===== src/rtl/k12a_pkg.sv =====
// Shared k12a types: ACU operand selects, requester op codes and the ACU
// sequencer state encoding, plus the op-to-operand decode helpers.
package k12a_pkg;

  typedef enum logic [1:0] {
    PC_OP_NEXT = 2'd0,
    PC_OP_SKIP = 2'd1,
    PC_OP_PREV = 2'd2,
    PC_OP_REL  = 2'd3
  } pc_op_t;

  typedef enum logic {
    CD_OP_INC = 1'b0,
    CD_OP_DEC = 1'b1
  } cd_op_t;

  typedef enum logic {
    ACU_IN1_PC = 1'b0,
    ACU_IN1_CD = 1'b1
  } acu_input1_sel_t;

  typedef enum logic [1:0] {
    ACU_IN2_ONE        = 2'd0,
    ACU_IN2_TWO        = 2'd1,
    ACU_IN2_MINUS_ONE  = 2'd2,
    ACU_IN2_REL_OFFSET = 2'd3
  } acu_input2_sel_t;

  typedef enum logic [1:0] {
    IDLE     = 2'd0,
    WAIT_BUS = 2'd1,
    DRIVE    = 2'd2,
    COMMIT   = 2'd3
  } acu_seq_state_t;

  function automatic acu_input2_sel_t pc_op_input2(input pc_op_t op);
    case (op)
      PC_OP_NEXT: return ACU_IN2_ONE;
      PC_OP_SKIP: return ACU_IN2_TWO;
      PC_OP_PREV: return ACU_IN2_MINUS_ONE;
      default:    return ACU_IN2_REL_OFFSET;
    endcase
  endfunction

  // Decrement is an add of FFFF; the ACU wraps modulo 2^16.
  function automatic acu_input2_sel_t cd_op_input2(input cd_op_t op);
    return (op == CD_OP_DEC) ? ACU_IN2_MINUS_ONE : ACU_IN2_ONE;
  endfunction

endpackage


===== src/rtl/k12a_acu_arbiter.sv =====
// Two-way PC/CD arbiter: round-robin on "port not served last", or fixed
// PC priority. With no valid request the grant rests on the PC port.
module k12a_acu_arbiter #(
  parameter bit ROUND_ROBIN = 1'b1
) (
  input  logic clock,
  input  logic reset,
  input  logic pc_valid,
  input  logic cd_valid,
  input  logic accept,
  output logic grant_cd
);

  logic prefer_cd_reg;

  always_comb begin
    grant_cd = 1'b0;
    if (pc_valid && cd_valid) begin
      grant_cd = ROUND_ROBIN && prefer_cd_reg;
    end else if (cd_valid) begin
      grant_cd = 1'b1;
    end
  end

  always_ff @(posedge clock) begin
    if (reset) begin
      prefer_cd_reg <= 1'b0;
    end else if (accept && ROUND_ROBIN) begin
      prefer_cd_reg <= !grant_cd;
    end
  end

endmodule


===== src/rtl/k12a_acu_sequencer.sv =====
// ACU controller: arbitrates PC/CD requests, then sequences each op through
// wait-for-bus, drive/settle and commit, issuing the destination load strobe.
module k12a_acu_sequencer
  import k12a_pkg::*;
#(
  parameter int unsigned SETTLE_CYCLES = 1,
  parameter bit          ROUND_ROBIN   = 1'b1
) (
  input  logic            clock,
  input  logic            reset,
  input  logic            pc_req_valid,
  input  pc_op_t          pc_req_op,
  output logic            pc_req_ready,
  output logic            pc_done,
  input  logic            cd_req_valid,
  input  cd_op_t          cd_req_op,
  output logic            cd_req_ready,
  output logic            cd_done,
  input  logic            bus_grant,
  output acu_input1_sel_t acu_input1_sel,
  output acu_input2_sel_t acu_input2_sel,
  output logic            acu_load,
  output logic            pc_load,
  output logic            cd_load,
  output logic            busy
);

  localparam logic [2:0] SETTLE_LAST = 3'(SETTLE_CYCLES - 1);

  acu_seq_state_t  state_reg, state_next;
  logic [2:0]      settle_cnt_reg, settle_cnt_next;
  logic            is_cd_reg, is_cd_next;
  acu_input1_sel_t sel1_reg, sel1_next;
  acu_input2_sel_t sel2_reg, sel2_next;
  logic            grant_cd;
  logic            accept_cd;
  logic            accept;

  k12a_acu_arbiter #(
    .ROUND_ROBIN(ROUND_ROBIN)
  ) u_arbiter (
    .clock   (clock),
    .reset   (reset),
    .pc_valid(pc_req_valid),
    .cd_valid(cd_req_valid),
    .accept  (accept),
    .grant_cd(grant_cd)
  );

  always_comb begin
    pc_req_ready = 1'b0;
    cd_req_ready = 1'b0;
    if (state_reg == IDLE && !reset) begin
      cd_req_ready = grant_cd;
      pc_req_ready = !grant_cd;
    end
  end

  assign accept_cd      = cd_req_valid && cd_req_ready;
  assign accept         = accept_cd || (pc_req_valid && pc_req_ready);
  assign busy           = (state_reg != IDLE);
  assign acu_input1_sel = sel1_reg;
  assign acu_input2_sel = sel2_reg;

  always_comb begin
    state_next      = state_reg;
    settle_cnt_next = settle_cnt_reg;
    is_cd_next      = is_cd_reg;
    sel1_next       = sel1_reg;
    sel2_next       = sel2_reg;
    acu_load        = 1'b0;
    pc_load         = 1'b0;
    cd_load         = 1'b0;
    pc_done         = 1'b0;
    cd_done         = 1'b0;
    case (state_reg)
      IDLE: begin
        if (accept) begin
          is_cd_next      = accept_cd;
          settle_cnt_next = 3'd0;
          if (accept_cd) begin
            sel1_next = ACU_IN1_CD;
            sel2_next = cd_op_input2(cd_req_op);
          end else begin
            sel1_next = ACU_IN1_PC;
            sel2_next = pc_op_input2(pc_req_op);
          end
          state_next = bus_grant ? DRIVE : WAIT_BUS;
        end
      end
      WAIT_BUS: begin
        if (bus_grant) begin
          state_next      = DRIVE;
          settle_cnt_next = 3'd0;
        end
      end
      DRIVE: begin
        acu_load = 1'b1;
        // Losing the bus mid-settle restarts the full settle window.
        if (!bus_grant) begin
          state_next      = WAIT_BUS;
          settle_cnt_next = 3'd0;
        end else if (settle_cnt_reg == SETTLE_LAST) begin
          state_next = COMMIT;
        end else begin
          settle_cnt_next = settle_cnt_reg + 3'd1;
        end
      end
      COMMIT: begin
        acu_load   = 1'b1;
        pc_load    = !is_cd_reg;
        cd_load    = is_cd_reg;
        pc_done    = !is_cd_reg;
        cd_done    = is_cd_reg;
        state_next = IDLE;
      end
      default: state_next = IDLE;
    endcase
  end

  always_ff @(posedge clock) begin
    if (reset) begin
      state_reg      <= IDLE;
      settle_cnt_reg <= 3'd0;
      is_cd_reg      <= 1'b0;
      sel1_reg       <= ACU_IN1_PC;
      sel2_reg       <= ACU_IN2_ONE;
    end else begin
      state_reg      <= state_next;
      settle_cnt_reg <= settle_cnt_next;
      is_cd_reg      <= is_cd_next;
      sel1_reg       <= sel1_next;
      sel2_reg       <= sel2_next;
    end
  end

endmodule


===== config.mk =====
export PLATFORM = sky130hd
export DESIGN_NAME = k12a_acu_sequencer
export DESIGN_NICKNAME = d
export VERILOG_FILES = /design/src/rtl/k12a_pkg.sv /design/src/rtl/k12a_acu_arbiter.sv /design/src/rtl/k12a_acu_sequencer.sv
export SDC_FILE = /design/constraint.sdc
export NUM_CORES = 1
export LEC_CHECK = 0
export ABC_CLOCK_PERIOD_IN_PS = 2130
export BUFFER_PORTS_ARGS = -buffer_cell sky130_fd_sc_hd__buf_2
export CAP_MARGIN = 15
export CORE_AREA = 10 10 47 49
export DETAILED_ROUTE_END_ITERATION = 7
export DIE_AREA = 0 0 57 59
export PLACE_DENSITY = 0.69
export SLEW_MARGIN = 10
export SYNTH_ARGS = -nofsm -noshare
export SYNTH_HDL_FRONTEND = slang
export SYNTH_SLANG_ARGS = --single-unit

===== constraint.sdc =====
create_clock -name clock -period 2.13 [get_ports clock]
set_clock_uncertainty 0.2 [all_clocks]
set_input_delay 0.3195 -clock clock [delete_from_list [all_inputs] [get_ports clock]]
set_output_delay 0.3195 -clock clock [all_outputs]
set_load 0.005 [all_outputs]

==> flow_summary_export.csv, run 1 <==
group,metric,value,unit
power,total_power,0.393,mW
power,power.density,583,nW/um2
clock_network,cts_tree,"done",
cells_and_area,fraction_of_final_layout_cells_with_drive_strength_greater_than_1,0.322,
critical_path,arrival_time_worst_endpoint,1310,ps
worst_hold_path,source_of_the_worst_hold_timing_path,"bus_grant",
clock_network,cts_root_buf,"sky130_fd_sc_hd__clkbuf_4",
clock_network,clkTransAtPathRegs,60,ps
die,floorplan.initialDensity,0.420,
synthesis,synth_seq_cells,9,
place,gp_congestion,0.809,
detailed_routing,met3WireLength,135,um
detailed_routing,vias_per_cell,5.35,
power,combinational_group_share_of_total_power,0.182,
power,net-switching-power,0.111,mW
worst_hold_path,timing.hold.worst_endpoint,"state_reg[1]$_SDFFE_PP0P_",
place,detailedPlace.worstSlack,590,ps
global_routing,antenna_found_initial,0,
cells_and_area,area_growth,14.7,%
timing,maxSlewHeadroom,0.723,
timing,rsz0062_at_grt,"no",
place,placedCellCount,99,
clock_network,tritoncts_sinks,9,
detailed_routing,dr.pass1.iters,4,
die,ios,19,
power,vdd_drop_max,250,uV
timing,period_utilization_post_route,0.859,
status,status,"complete, no violations",
critical_path,worst_reg_to_reg_setup_slack,680,ps
detailed_routing,detail_route.iter0.violations,12,
cells_and_area,layout.cells.non_filler,103,
clock_network,cts-root-to-sink-buffers,2,
cells_and_area,design.final.nets,98,
place,port-buffer-count,18,
place,place.detailed.hpwl,1060,um
place,postPlaceCellArea,648,um2
worst_hold_path,hold_path_depth,3,
critical_path,critical_path.max_fanout,10,
detailed_routing,drcViolationCount,0,
synthesis,netlist_instances,72,
die,die_h,59,um
detailed_routing,drt_wl_total,1320,um
power,p_int,0.283,mW
critical_path,required,1610,ps
power,proportion_of_power_drawn_by_flip_flops_and_latches,0.483,
timing,max_clock_freq,546,MHz
global_routing,grt_pass1_vias,533,
critical_path,r2r_start,"state_reg[0]$_SDFFE_PP0P_",
cells_and_area,largest_register_ffs,3,
detailed_routing,met1Wirelength,572,um
synthesis,synth_warnings,0,
timing,final_critical_path_setup_slack,300,ps
critical_path,start_kind,"flop",
critical_path,critPathKind,"flop to primary output",
detailed_routing,final_antenna_net_count,0,
cells_and_area,final_design_area_no_fill,674,um2
die,core,1400,um2
power,share_clk_of_total_power,0.335,
die,die-area,3360,um2
clock_network,worst_skew_pair.late_latency,260,ps
critical_path,critPathMaxStageDelay,430,ps
global_routing,grt_first_pass_wirelength,2230,um
run,cap_viol_max_count,0,
synthesis,syn-num-nets,82,
die,placement_rows,14,
critical_path,worst-path-buf-inv,2,
clock_network,cts_post_setup_buffers_inserted,0,
worst_hold_path,hold_crit_class,"primary input to flop",
global_routing,grt_max_degree,11,
detailed_routing,detailroute.wirelength.met2,604,um
detailed_routing,routed_wire_length_per_instance,12.8,um
synthesis,synthesized_cell_area,588,um2
power,leakage,0.321,nW
critical_path,cp_slowest_cell,"sky130_fd_sc_hd__dfxtp_1",
synthesis,synth.lib_cells_used.distinct,33,
timing,setup_viol,0,
detailed_routing,detailroute.via_count,551,
clock_network,tritoncts.num_buffers,3,
clock_network,ctsResizeCount,0,
clock_network,cts_h_tree_lvls,1,
critical_path,cpLargestDelayFamily,"flip-flops",
timing,tightestPinTransition,415,ps
critical_path,reg2reg_depth,4,
timing,finalSetupTns,0,ps
timing,post-route-min-period,1830,ps
clock_network,cts_hold_buf,0,
synthesis,synth-seq-area-share,0.306,
die,die_x,57,um
critical_path,timing.critical_path.to_type,"primary output",
timing,total_count_of_max_transition_violations_in_the_final_report,0,
detailed_routing,top_layer_used,"met4",
global_routing,combined_global_route_utilization_of_all_metal_layers,0.0786,
global_routing,grt_overflow,0,
cells_and_area,antennaDiodeCount,0,
critical_path,critical_path.cell_chain,"nor2_4 > inv_2 > nor3_1 > buf_2",
timing,hold_violations_final,0,
critical_path,worst_r2r_end,"acu_input2_sel[1]$_SDFFE_PP0P_",
synthesis,avgSynthCellArea,8.17,um2
power,switching_part_of_the_total,0.281,
[layer usage]
layer / up-vias / global-route usage
li1: 283 / -
met1: 255 / 0.0794
met2: 11 / 0.130
met3: 2 / 0.0386
met4: 0 / 0.0436
met5: - / 0
[worst max path at each step]
stage | start | to | slack (ps) | cells past startpoint
floorplan | state_reg[0]$_SDFFE_PP0P_ | cd_req_ready | 770 | 4
global placement | state_reg[0]$_SDFFE_PP0P_ | cd_req_ready | 630 | 4
detailed placement | state_reg[0]$_SDFFE_PP0P_ | cd_req_ready | 590 | 4
CTS | state_reg[0]$_SDFFE_PP0P_ | cd_req_ready | 300 | 4
global route | state_reg[0]$_SDFFE_PP0P_ | cd_req_ready | 230 | 4
finish | state_reg[0]$_SDFFE_PP0P_ | cd_req_ready | 300 | 4
[worst reg2reg max path, delay by kind of cell (launching register included)]
family,cells,cell delay (ps)
simple gates,1,240
compound gates,2,380
flops,1,430
buf+inv,1,80
[Yosys cell counts]
cell / number / area, um2
sky130_fd_sc_hd__nor3b_1: 1 / 7.51
sky130_fd_sc_hd__or2_2: 1 / 6.26
sky130_fd_sc_hd__a21oi_1: 6 / 30.0
sky130_fd_sc_hd__and3b_1: 1 / 8.76
sky130_fd_sc_hd__and2b_1: 1 / 7.51
sky130_fd_sc_hd__nand2b_1: 2 / 12.5
sky130_fd_sc_hd__o2111ai_1: 2 / 17.5
sky130_fd_sc_hd__nor2_1: 4 / 15.0
sky130_fd_sc_hd__nand2_1: 6 / 22.5
sky130_fd_sc_hd__nor2b_1: 2 / 12.5
sky130_fd_sc_hd__ha_1: 2 / 25.0
sky130_fd_sc_hd__and3_1: 1 / 6.26
sky130_fd_sc_hd__inv_1: 4 / 15.0
sky130_fd_sc_hd__o21ai_1: 2 / 10.0
sky130_fd_sc_hd__buf_2: 1 / 5.00
sky130_fd_sc_hd__o21ai_0: 3 / 15.0
sky130_fd_sc_hd__inv_2: 1 / 3.75
sky130_fd_sc_hd__a32oi_1: 1 / 8.76
sky130_fd_sc_hd__dfxtp_1: 9 / 180
sky130_fd_sc_hd__nand2b_2: 1 / 8.76
sky130_fd_sc_hd__nor3_1: 2 / 10.0
sky130_fd_sc_hd__o211ai_1: 1 / 7.51
sky130_fd_sc_hd__a211oi_1: 1 / 7.51
sky130_fd_sc_hd__a311oi_1: 2 / 17.5
sky130_fd_sc_hd__nor4_4: 1 / 21.3
sky130_fd_sc_hd__and3_2: 1 / 7.51
sky130_fd_sc_hd__nor2_4: 1 / 11.3
sky130_fd_sc_hd__nand3_1: 4 / 20.0
sky130_fd_sc_hd__and4bb_2: 1 / 12.5
sky130_fd_sc_hd__buf_6: 1 / 11.3
sky130_fd_sc_hd__o211a_1: 1 / 10.0
sky130_fd_sc_hd__buf_4: 4 / 30.0
sky130_fd_sc_hd__clkbuf_1: 1 / 3.75
[layout make-up]
cell class | count | area [um2]
clock buffer | 4 | 26.3
fill | 140 | 727
inverter | 5 | 18.8
multi-input combinational | 51 | 339
sequential | 9 | 180
tap | 16 | 20.0
timing repair buffer | 18 | 90.1
[kinds of logic after synthesis]
logic type	synth area share
adders and majority gates	0.0425
buffers and inverters	0.117
AOI/OAI and AO/OA	0.211
DFF	0.306
and+or+nand+nor	0.323
[power by group through the flow]
stage	clock network, mW	logic [mW]	registers, mW
after floorplan	0	0.0580	0.186
after global placement	0	0.0710	0.194
after detailed placement	0	0.0723	0.194
after CTS	0.138	0.0726	0.190
after global routing	0.148	0.0798	0.191
final	0.132	0.0714	0.190
[stage by stage]
| step | hold slack (ps) | utilization |
|---|---|---|
| 6_report | 123 | 0.481 |
| 5_1_grt | 134 | 0.481 |
| 4_1_cts | 117 | 0.481 |
| 3_5_place_dp | 274 | 0.463 |
| 3_3_place_gp | 269 | 0.463 |
| 2_1_floorplan | 233 | - |
[cells in the final DEF (no fill, tap or decap), drive strengths merged, types with 2 or more instances in the layout]
cell,n
buf,18
dfxtp,9
nand2,6
a21oi,6
inv,5
nor2,5
o21ai,5
nand3,4
clkbuf,4
nand2b,3
nor3,2
nor2b,2
a311oi,2
o2111ai,2
ha,2
and3,2
(Power assumes the default switching activity.)
==> run 2: changes to the inputs <==
--- a/config.mk
+++ b/config.mk
@@ -15,4 +15,5 @@
 export SLEW_MARGIN = 10
 export SYNTH_ARGS = -nofsm -noshare
 export SYNTH_HDL_FRONTEND = slang
+export SYNTH_HIERARCHICAL = 1
 export SYNTH_SLANG_ARGS = --single-unit
==> flow_summary_export.csv, run 2 <==
group,metric,value,unit
status,status,"complete, no violations",
cells_and_area,largest_register_ffs,3,
detailed_routing,routed_wire_length_per_instance,12.3,um
synthesis,synthMostInstantiatedCell,"sky130_fd_sc_hd__dfxtp_1",
synthesis,ys_dominant_reg_cell,"sky130_fd_sc_hd__dfxtp_1",
critical_path,worst-path-buf-inv,2,
synthesis,synth_fa_ha_area_frac,0.0429,
global_routing,globalRouteMet1Util,0.0838,
clock_network,cts_post_setup_buffers_inserted,0,
die,floorplan.initialDensity,0.416,
critical_path,worst_r2r_end,"u_arbiter/prefer_cd_reg$_SDFFE_PP0P_",
clock_network,cts_root_buf,"sky130_fd_sc_hd__clkbuf_4",
global_routing,combined_global_route_utilization_of_all_metal_layers,0.0802,
synthesis,netlist_top_cells_area,"sky130_fd_sc_hd__dfxtp_1 31%, sky130_fd_sc_hd__nand2b_4 4.7%, sky130_fd_sc_hd__a21oi_1 4.3%",
critical_path,critPathMaxStageDelay,430,ps
synthesis,synth_async_sr_flop_share,0,
synthesis,largest_family_of_logic_cells_by_synthesized_area,"simple AND/OR/NAND/NOR gates",
die,placement_rows,14,
cells_and_area,design.final.nets,96,
synthesis,avgSynthCellArea,8.57,um2
power,leakage,0.335,nW
power,share_clk_of_total_power,0.332,
place,place.detailed.hpwl,993,um
clock_network,ctsResizeCount,0,
synthesis,synth.lib_cells_used.distinct,33,
detailed_routing,detailroute.via_count,506,
timing,period_utilization_post_route,0.873,
clock_network,clkTransAtPathRegs,60,ps
timing,final_critical_path_setup_slack,272,ps
detailed_routing,drt_wl_total,1240,um
synthesis,synthesized_cell_area,583,um2
global_routing,antenna_found_initial,0,
detailed_routing,vias_per_cell,5.01,
global_routing,grt_max_degree,11,
critical_path,arrival_time_worst_endpoint,1340,ps
global_routing,gr-usage-met3,0.0515,
synthesis,synth-edff-count,0,
cells_and_area,layout.cells.non_filler,101,
synthesis,netlist_instances,68,
die,die_h,59,um
critical_path,crit_path_start,"state_reg[0]$_SDFFE_PP0P_",
critical_path,required,1610,ps
critical_path,r2r_start,"u_arbiter/prefer_cd_reg$_SDFFE_PP0P_",
timing,setup_viol,0,
synthesis,synth_top_area_frac,0.309,
power,net-switching-power,0.120,mW
critical_path,cp_slowest_cell,"sky130_fd_sc_hd__dfxtp_1",
power,proportion_of_power_drawn_by_flip_flops_and_latches,0.467,
global_routing,top_usage_layer,"met2",
synthesis,post_synth_xor_area_fraction,0,
power,combinational_group_share_of_total_power,0.202,
timing,total_count_of_max_transition_violations_in_the_final_report,0,
timing,hold_slack,132,ps
clock_network,tritoncts_sinks,9,
worst_hold_path,hold_crit_class,"primary input to flop",
critical_path,critPathKind,"flop to primary output",
global_routing,grt_overflow,0,
synthesis,synthSimpleGateAreaFrac,0.307,
synthesis,synth_seq_cells,9,
critical_path,start_kind,"flop",
global_routing,grt_first_pass_wirelength,2120,um
cells_and_area,layout_common_cells,"18 x sky130_fd_sc_hd__buf_2, 9 x sky130_fd_sc_hd__dfxtp_1, 6 x sky130_fd_sc_hd__nand2_1, 6 x sky130_fd_sc_hd__nor2_1, 5 x sky130_fd_sc_hd__a21oi_1",
die,die-area,3360,um2
detailed_routing,final_antenna_net_count,0,
power,p_int,0.288,mW
synthesis,syn-num-nets,78,
run,cap_viol_max_count,0,
die,core,1400,um2
power,switching_part_of_the_total,0.294,
timing,hold_violations_final,0,
worst_hold_path,hold_path_depth,2,
critical_path,reg2reg_depth,6,
power,vdd_drop_max,330,uV
timing,post-route-min-period,1860,ps
clock_network,cts_h_tree_lvls,1,
clock_network,worst_skew_pair.late_latency,260,ps
cells_and_area,fraction_of_final_layout_cells_with_drive_strength_greater_than_1,0.341,
timing,finalSetupTns,0,ps
clock_network,cts-root-to-sink-buffers,2,
timing,max_clock_freq,538,MHz
place,port-buffer-count,18,
critical_path,critical_path.max_fanout,9,
global_routing,grt_pass1_vias,496,
critical_path,critPathCapture,"cd_req_ready",
place,gp_congestion,0.709,
synthesis,post_synth_mux_area_share,0.0236,
critical_path,worst_reg_to_reg_setup_slack,370,ps
critical_path,cpLargestDelayFamily,"flip-flops",
place,placedCellCount,97,
synthesis,synth.largest_area_cell,"sky130_fd_sc_hd__dfxtp_1",
power,power.density,591,nW/um2
power,total_power,0.408,mW
synthesis,synth_compound_area_frac,0.242,
clock_network,cts_tree,"done",
critical_path,critical_path.cell_chain,"nor2_4 > inv_1 > nor3b_1 > buf_2",
timing,rsz0062_at_grt,"no",
detailed_routing,drcViolationCount,0,
synthesis,synth-seq-area-share,0.309,
detailed_routing,dr.pass1.iters,1,
clock_network,tritoncts.num_buffers,3,
cells_and_area,mostFrequentLayoutCell,"sky130_fd_sc_hd__buf_2",
timing,tightestPinTransition,416,ps
synthesis,synth_commonest_cells,"9 x sky130_fd_sc_hd__dfxtp_1, 6 x sky130_fd_sc_hd__nand2_1, 6 x sky130_fd_sc_hd__nor2_1",
place,detailedPlace.worstSlack,270,ps
cells_and_area,antennaDiodeCount,0,
die,die_x,57,um
detailed_routing,detail_route.iter0.violations,0,
clock_network,cts_hold_buf,0,
timing,maxSlewHeadroom,0.722,
global_routing,met2_use_gr,0.122,
die,ios,19,
cells_and_area,area_growth,18.5,%
critical_path,timing.critical_path.to_type,"primary output",
synthesis,synth_warnings,6,
critical_path,path_depth,4,
-- run 2: stage by stage --
| stage | util | area (um2) |
|---|---|---|
| detailed placement | 0.474 | 664 |
| global placement | 0.474 | 664 |
| CTS | 0.493 | 691 |
| finish | 0.493 | 691 |
| floorplan | - | 583 |
| global route | 0.493 | 691 |
-- run 2: kinds of logic (layout without fill, tap and decap cells) --
| kind of cell | count (synthesis) | in the layout |
|---|---|---|
| flops | 9 | 9 |
| simple gates | 27 | 27 |
| fa+ha+maj | 2 | 2 |
| mux | 1 | 1 |
| compound gates | 20 | 20 |
| buf+inv | 9 | 26 |
-- run 2: per-layer routing --
layer  up-vias  wire [um]
li1        275          -
met1       214        593
met2        15        565
met3         2         72
met4         0          8
met5         -          0
-- run 2: power groups by stage --
stage                     Clock, mW  Sequential (mW)  Combinational, mW
after floorplan                   0            0.188             0.0604
after global placement            0            0.194             0.0830
after detailed placement          0            0.194             0.0832
after CTS                     0.142            0.191             0.0834
after global routing          0.160            0.192             0.0925
final                         0.135            0.191             0.0823
-- run 2: worst min path at each step --
stage / start / to / slack (ps)
2_1_floorplan: reset / u_arbiter/prefer_cd_reg$_SDFFE_PP0P_ / 190
3_3_place_gp: acu_input2_sel[0]$_SDFFE_PP0P_ / acu_input2_sel[0]$_SDFFE_PP0P_ / 280
3_5_place_dp: acu_input2_sel[0]$_SDFFE_PP0P_ / acu_input2_sel[0]$_SDFFE_PP0P_ / 280
4_1_cts: cd_req_valid / u_arbiter/prefer_cd_reg$_SDFFE_PP0P_ / 120
5_1_grt: cd_req_valid / u_arbiter/prefer_cd_reg$_SDFFE_PP0P_ / 110
6_report: cd_req_valid / u_arbiter/prefer_cd_reg$_SDFFE_PP0P_ / 130
-- run 2: cell type report --
class	instances	area (um2)
flip-flops and latches	9	180
fillers	145	711
well taps	16	20.0
clock buffers	4	26.3
multi-input cells	50	359
inverters	4	15.0
repair buffers	18	90.1
==> run 3: changes to the inputs <==
--- a/config.mk
+++ b/config.mk
@@ -5,7 +5,7 @@
 export SDC_FILE = /design/constraint.sdc
 export NUM_CORES = 1
 export LEC_CHECK = 0
-export ABC_CLOCK_PERIOD_IN_PS = 2130
+export ABC_CLOCK_PERIOD_IN_PS = 2000
 export BUFFER_PORTS_ARGS = -buffer_cell sky130_fd_sc_hd__buf_2
 export CAP_MARGIN = 15
 export CORE_AREA = 10 10 47 49
==> constraint.sdc (replaced) <==
create_clock -name clock -period 2 [get_ports clock]
set_clock_uncertainty 0.2 [all_clocks]
set_input_delay 0.3 -clock clock [delete_from_list [all_inputs] [get_ports clock]]
set_output_delay 0.3 -clock clock [all_outputs]
set_load 0.005 [all_outputs]
==> flow_summary_export.csv, run 3 (synthesis results as in run 2) <==
group,metric,value,unit
status,status,"complete, no violations",
global_routing,combined_global_route_utilization_of_all_metal_layers,0.0801,
cells_and_area,antennaDiodeCount,0,
global_routing,grt_max_degree,11,
critical_path,critPathKind,"flop to primary output",
cells_and_area,multi_input_logic_area,359,um2
global_routing,grt_first_pass_wirelength,2190,um
cells_and_area,area_growth,19.7,%
critical_path,critical_path.cell_chain,"nor2_4 > inv_1 > nor3b_1 > buf_2",
global_routing,antenna_found_initial,0,
clock_network,clkTransAtPathRegs,60,ps
critical_path,cp_slowest_cell,"sky130_fd_sc_hd__dfxtp_1",
clock_network,worst_skew_pair.late_latency,250,ps
cells_and_area,largest_register_ffs,3,
die,ios,19,
worst_hold_path,hold_crit_class,"primary input to flop",
detailed_routing,dr.pass1.iters,4,
clock_network,cts_tree,"done",
timing,total_count_of_max_transition_violations_in_the_final_report,0,
timing,hold_slack,129,ps
place,place.detailed.hpwl,1020,um
clock_network,cts_h_tree_lvls,1,
detailed_routing,detailroute.via_count,522,
critical_path,start_kind,"flop",
die,floorplan.initialDensity,0.416,
die,core,1400,um2
clock_network,tritoncts_sinks,9,
clock_network,cts_post_setup_buffers_inserted,0,
power,leakage,0.340,nW
power,power.density,619,nW/um2
cells_and_area,final-seq-area,180,um2
clock_network,ctsResizeCount,0,
power,total_power,0.432,mW
critical_path,timing.critical_path.to_type,"primary output",
timing,max_clock_freq,557,MHz
clock_network,tritoncts.num_buffers,3,
critical_path,critPathMaxStageDelay,410,ps
place,detailedPlace.worstSlack,168,ps
detailed_routing,drcViolationCount,0,
run,cap_viol_max_count,0,
cells_and_area,design.final.nets,97,
timing,setup_viol,0,
timing,finalSetupTns,0,ps
die,placement_rows,14,
critical_path,critical_path.max_fanout,8,
cells_and_area,layout_common_cells,"18 x sky130_fd_sc_hd__buf_2, 9 x sky130_fd_sc_hd__dfxtp_1, 6 x sky130_fd_sc_hd__nand2_1, 6 x sky130_fd_sc_hd__nor2_1, 5 x sky130_fd_sc_hd__a21oi_1",
place,postPlaceCellArea,672,um2
timing,final_critical_path_setup_slack,204,ps
global_routing,grt_overflow,0,
clock_network,cts_hold_buf,0,
global_routing,grt_pass1_vias,519,
cells_and_area,mostFrequentLayoutCell,"sky130_fd_sc_hd__buf_2",
cells_and_area,fraction_of_final_layout_cells_with_drive_strength_greater_than_1,0.349,
place,gp_congestion,0.714,
timing,rsz0062_at_grt,"no",
clock_network,cts_root_buf,"sky130_fd_sc_hd__clkbuf_4",
die,die_x,57,um
detailed_routing,drt_wl_total,1260,um
detailed_routing,vias_per_cell,5.12,
cells_and_area,n_fill_cell,145,
timing,maxSlewHeadroom,0.750,
detailed_routing,detail_route.iter0.violations,11,
power,vdd_drop_max,437,uV
critical_path,required,1500,ps
clock_network,cts-root-to-sink-buffers,2,
detailed_routing,final_antenna_net_count,0,
die,die-area,3360,um2
place,port-buffer-count,18,
critical_path,arrival_time_worst_endpoint,1300,ps
detailed_routing,routed_wire_length_per_instance,12.3,um
timing,period_utilization_post_route,0.898,
cells_and_area,final_design_area_no_fill,698,um2
die,die_h,59,um
timing,post-route-min-period,1800,ps
timing,tightestPinTransition,367,ps
timing,hold_violations_final,0,
[run 3: routing by layer]
metal  vias up  part of all wire  wire length, um  track usage
met5         -                 0                0            0
met4         0             0.018               22       0.0570
met3         2             0.062               78       0.0365
met2        11              0.47              594        0.122
met1       238              0.45              561       0.0858
li1        271                 -                -            -
[run 3: final timing paths]
check	end	start	depth (start not counted)	slack [ps]
setup / recovery	cd_req_ready	state_reg[1]$_SDFFE_PP0P_	4	200
hold / removal	u_arbiter/prefer_cd_reg$_SDFFE_PP0P_	cd_req_valid	2	130
setup reg to reg	u_arbiter/prefer_cd_reg$_SDFFE_PP0P_	u_arbiter/prefer_cd_reg$_SDFFE_PP0P_	6	240
hold reg to reg	acu_input2_sel[0]$_SDFFE_PP0P_	acu_input2_sel[0]$_SDFFE_PP0P_	2	290
[run 3: stage by stage]
stage	instances	utilization
final	102	0.498
after global routing	102	0.498
after CTS	102	0.498
after detailed placement	98	0.479
after global placement	98	0.479
after floorplan	68	-
[run 3: worst max-delay path: cells and delay by family (launching register included)]
| kind | cells | cell delay [ps] |
|---|---|---|
| flops | 1 | 410 |
| buf+inv | 2 | 260 |
| simple gates | 2 | 380 |
[run 3: final cells by class]
type                       instances  area share
clock buffer                       4      0.0376
tap                               16      0.0287
multi-input combinational         50       0.514
sequential                         9       0.258
inverter                           4      0.0215
timing repair buffer              19       0.140
[run 3: report_power, final]
group          switching, mW  internal, mW
logic                 0.0516        0.0431
registers            0.00934         0.189
clock network         0.0622        0.0768
total                  0.123         0.309
